==> src/rtl/pc_npc_unit.sv <==
// pc_npc_unit: PC/nPC fetch-address pair with delay-slot/annul FSM.
// Optional PC_ALIGN_CHECK_EN: word-aligns redirect targets and flags misaligned ones.
module pc_npc_unit (
  input  logic        clk,
  input  logic        R,
  input  logic        LE,
  input  logic [1:0]  nPC_sel,
  input  logic        IF_ID_R,
  input  logic [31:0] TAG,
  input  logic [31:0] ALU_OUT,
  output logic [31:0] PC,
  output logic [31:0] nPC,
  output logic        delay_slot,
  output logic        annul,
  output logic [1:0]  state,
  output logic        misalign
);
  typedef enum logic [1:0] {RST, RUN, DSLOT, ANNUL} state_t;
  state_t state_q, state_d;
  logic [31:0] pc_q, pc_d, npc_q, npc_d, tgt, tgt_ld;
  logic redir, adv;
  always_comb begin
    redir = nPC_sel == 2'b01 || nPC_sel == 2'b10;
    tgt = nPC_sel == 2'b01 ? TAG : ALU_OUT;
    adv = LE && state_q != RST;
    pc_d = adv ? npc_q : pc_q;
    npc_d = !adv ? npc_q : redir ? tgt_ld : npc_q + 32'd4;
    // a redirect outranks a flush; a flush during ANNUL is ignored
    state_d = state_q == RST ? RUN :
              !LE ? state_q :
              redir ? DSLOT :
              (IF_ID_R && state_q != ANNUL) ? ANNUL : RUN;
  end
  always_ff @(posedge clk or posedge R) begin
    if (R) begin
      state_q <= RST;
      pc_q <= 32'h0;
      npc_q <= 32'h4;
    end else begin
      state_q <= state_d;
      pc_q <= pc_d;
      npc_q <= npc_d;
    end
  end
`ifdef PC_ALIGN_CHECK_EN
  logic mis_q, mis_d;
  assign tgt_ld = {tgt[31:2], 2'b00};
  assign mis_d = mis_q || (adv && redir && tgt[1:0] != 2'b00);
  always_ff @(posedge clk or posedge R) begin
    if (R) mis_q <= 1'b0;
    else mis_q <= mis_d;
  end
  assign misalign = mis_q;
`else
  assign tgt_ld = tgt;
  assign misalign = 1'b0;
`endif
  assign PC = pc_q;
  assign nPC = npc_q;
  assign state = state_q;
  assign delay_slot = state_q == DSLOT;
  assign annul = state_q == ANNUL;
endmodule

==> config.mk <==
export PLATFORM = sky130hd
export DESIGN_NAME = pc_npc_unit
export DESIGN_NICKNAME = d
export VERILOG_FILES = /design/src/rtl/pc_npc_unit.sv
export SDC_FILE = /design/constraint.sdc
export NUM_CORES = 1
export LEC_CHECK = 0
export CORE_ASPECT_RATIO = 0.8
export CORE_UTILIZATION = 45
export DETAILED_ROUTE_END_ITERATION = 12
export PLACE_DENSITY = 0.87
export SKIP_LAST_GASP = 1
export SYNTH_ARGS = -nofsm -noshare
export SYNTH_HDL_FRONTEND = slang
export SYNTH_SLANG_ARGS = --single-unit
==> constraint.sdc <==
create_clock -name clk -period 2.6 [get_ports clk]
set_clock_uncertainty 0.2 [all_clocks]
set_input_delay 0.39 -clock clk [delete_from_list [all_inputs] [get_ports clk]]
set_output_delay 0.39 -clock clk [all_outputs]
set_load 0.01 [all_outputs]
==> impl_results.md <==
* Layout fillers at 611
* Met2 layer usage reported by global route at 44.0%
* Avg WL per Cell at 16.3 microns
* Max-slew violations at 0
* Initial antenna violation count at 0
* Reg clk slew, reported paths at 0.07 ns
* Post-synthesis sequential area ratio at 43.6%
* Placer Congestion at 0.856
* Post-synthesis cell type count at 58
* Synthesis-stage register bit count at 66
* Initial DRC Count at 264
* TritonCTS Buffers at 9
* Hold Fails Final Rpt at 0
* Die area at 8800 sq um
* CP Data Required Time at about 2.7 ns
* Postcts setup bufs at 0
* Total wire length at 11400 microns
* Number of global-route vias before repair at 3876
* Vias at about 4000
* Drt drc at 0
* Htree depth at 3
* Adder-Cell Fraction of Synth Area at 0.660%
* Rows at 29
* Combinational Power Share at 45.1%
* Max Cap Violations at 0
* Via density at 5.76
* # IOs at 139
* P_sw at 1.86 mW
* Clk network pwr share at 15.7%
* Synth Area in Compound Gates at 16.4%
* Core Box Area at 8060 sq um
* TritonCTS clock tree: built
* Largest net degree at the start of global routing at between 60 and 70
* Worst-Margin Slew at between 0.6 and 0.7 ns
* Antenna Nets Post-Route at 0
* Post-synthesis cell area at about 3800 sq um
* Tmin final at 2.46 ns
* Resize count post-CTS at 0
* Hold buffers post-CTS at 0
* Final net count at ~650
* ANT cells at 0
* Kind of critical path: reg2reg
* Clock sinks at 66
* Slew margin rel. at 55.0%
* Cell family with most CP delay: simple AND/OR/NAND/NOR gates
* Buffers and inverters on the worst path at 1
* P_leak at 2.30 nW
* Tot GR Track Use at 26.7%
* Xor and xnor area share after synthesis at 0%
* Share of layout cells above drive strength 1 at between 10% and 20%
* Switching share of power at between 30% and 40%
* First-pass GRT wire length at 18700 microns
* Final Cycle Share at 94.5%
* Sequential Power Share at 39.2%
* Post-synth net total at 517
* Grt peak-use layer: met2
* CP max FO at 8
* Setup Total Neg Slack at 0 ns
* Grt ovf at 0
* Hpwl dp at 8330 microns
* Worst path cell trace: buf_4, nand3_1, or4_1, or4_1, nand3_1
* Status: completed
* Initial Util at 47.1%
* CP arrival at around 2.6 ns
* Peak per-stage delay on the critical path at approximately 0.70 ns
* Hold Path Class: in2async
* TritonRoute pass-1 iters at 5
* Area Growth Syn to Fin at 46.9%
* Mux cell area share after synthesis at 8.28%
* PnR Total Power at slightly below 5 mW
* Met1 Track Usage GR at about 34%
* PwrDens at around 860 nW/um^2
* Syn_area_per_cell at about 8.5 sq um
* Port bufs at 137
* Setup violators final at 0
* Clk buf depth at 2
* Main combinational cell family by area after synthesis: simple AND/OR/NAND/NOR gates
* Met3 Resource Use GR at 5.46%
* FMAX at 407 MHz
* Area of the multi-input gates at roughly 2000 sq um
* Cells after Synth at 445
* Asr flop ratio synth at 100%
* Clk_lat worst skew at approximately 0.35 ns
* Int Pwr at about 2.9 mW
* Die width at 105 microns
* Slowest-stage cell, CP: or4_1
* Syn. warnings at 0
* Worst setup SP type: flop
* Root buffer cell: clkbuf_8
* R2R Setup Slk at 0.14 ns
* Simple-Gate Fraction of Synth Area at 26.3%
* Post-synth EDFFs at 0
* FF+latch area at between 1500 and 2000 sq um
* RSZ-0062 raised after global routing: no
* Most used DFF post-synth: dfrtp_1
* Die Y-Extent at 84.1 microns
* Maximum vdd drop at 0.385 mV
* Crit path capture type: flop
[path summary, 6_finish.rpt]
kind	startpoint	to	cells after the start
max in group asynchronous	R	nPC[2]	3
worst min-delay path	R	PC[0]	3
worst max-delay path	nPC[2]	nPC[23]	5
worst max register to register	nPC[2]	nPC[23]	5
worst min register to register	PC[2]	PC[2]	2
min in group clk	PC[2]	PC[2]	2
[registers in the layout (all words and copies together), names as in the netlist]
signal and count:
nPC 32, state 2, PC 32
[cells by family after synthesis]
logic type,Yosys count
AND/OR/NAND/NOR,209
AO/OA/AOI/OAI,93
flip-flops,66
buffers and inverters,44
multiplexers,30
adder cells (fa/ha/maj),2
other,1
[layout by cell type (no fill, tap or decap), drive strengths merged, types with 2 or more instances in the layout]
| cell | count |
|---|---|
| and3 | 4 |
| nor2b | 4 |
| nand3 | 23 |
| a21oi | 21 |
| or3 | 3 |
| a31oi | 6 |
| nand4 | 8 |
| buf | 27 |
| nor3 | 14 |
| nand2b | 2 |
| a2bb2oi | 4 |
| clkbuf | 9 |
| and4 | 5 |
| o211ai | 8 |
| inv | 5 |
| a22oi | 4 |
| dfrtp | 65 |
| clkinvlp | 3 |
| or4 | 6 |
| o22ai | 5 |
| nor2 | 13 |
| o21ai | 16 |
| nor4 | 6 |
| ha | 2 |
| clkinv | 5 |
| mux2i | 19 |
| mux2 | 11 |
| nor3b | 2 |
| o311ai | 2 |
| and2 | 4 |
| o31ai | 3 |
| clkdlybuf4s50 | 137 |
| a211oi | 6 |
| nand2 | 112 |
| o22a | 4 |
| nand3b | 2 |
[final cells by class]
type / count / share of cell area, %
tap: 108 / 2.43
clock buffer: 9 / 2.22
timing repair buffer: 164 / 28.9
sequential: 66 / 29.7
clock inverter: 7 / 0.831
multi-input combinational: 335 / 35.5
inverter: 6 / 0.404
[tightest hold or removal path: cells and delay by family]
family	cells	cell delay (ns)
buf+inv	3	0.78
[power groups by stage]
stage / Sequential [mW] / Combinational [mW] / Clock (mW)
3_5_place_dp: 1.89 / 2.17 / 0
6_report: 1.89 / 2.17 / 0.756
5_1_grt: 1.96 / 2.35 / 0.811
2_1_floorplan: 1.94 / 0.850 / 0
4_1_cts: 1.87 / 2.18 / 0.770
3_3_place_gp: 1.87 / 2.10 / 0
[stage by stage]
stage               hold WS (ns)  setup slack [ns]  util [%]  area, sq um  instances
floorplan                  0.314             0.165         -         3790        445
global placement           0.257             0.179      67.0         5400        679
detailed placement         0.263             0.144      67.0         5400        679
CTS                        0.237             0.144      69.2         5570        695
global route               0.259            0.0521      69.2         5570        695
finish                     0.224             0.143      69.2         5570        695
[cells in the mapped netlist, types with 2 or more instances]
cell type / count / area (sq um)
nand2_1: 112 / 420
dfrtp_1: 65 / 1630
clkbuf_1: 27 / 101
nand3_1: 23 / 115
a21oi_1: 21 / 105
mux2i_1: 19 / 190
o21ai_0: 15 / 75.1
nor3_1: 14 / 70.1
nor2_1: 13 / 48.8
mux2_2: 11 / 124
o211ai_1: 8 / 60.1
nand4_1: 7 / 43.8
a211oi_1: 6 / 45.0
a31oi_1: 6 / 37.5
or4_1: 6 / 45.0
and4_1: 5 / 43.8
buf_1: 5 / 18.8
inv_1: 5 / 18.8
nor4_1: 5 / 31.3
o22ai_1: 5 / 31.3
a22oi_1: 4 / 30.0
a2bb2oi_1: 4 / 35.0
and2_1: 4 / 25.0
and3_1: 4 / 25.0
buf_2: 4 / 20.0
nor2b_1: 4 / 25.0
o22a_1: 4 / 35.0
o31ai_1: 3 / 22.5
or3_1: 3 / 18.8
ha_1: 2 / 25.0
nand2b_1: 2 / 12.5
nand3b_1: 2 / 15.0
nor3b_1: 2 / 15.0
[metal layers]
layer	up-vias	routed length, microns
met5	-	0
met4	0	268
met3	25	851
met2	197	5420
met1	1901	4820
li1	1880	-
(Power assumes the default switching activity.)
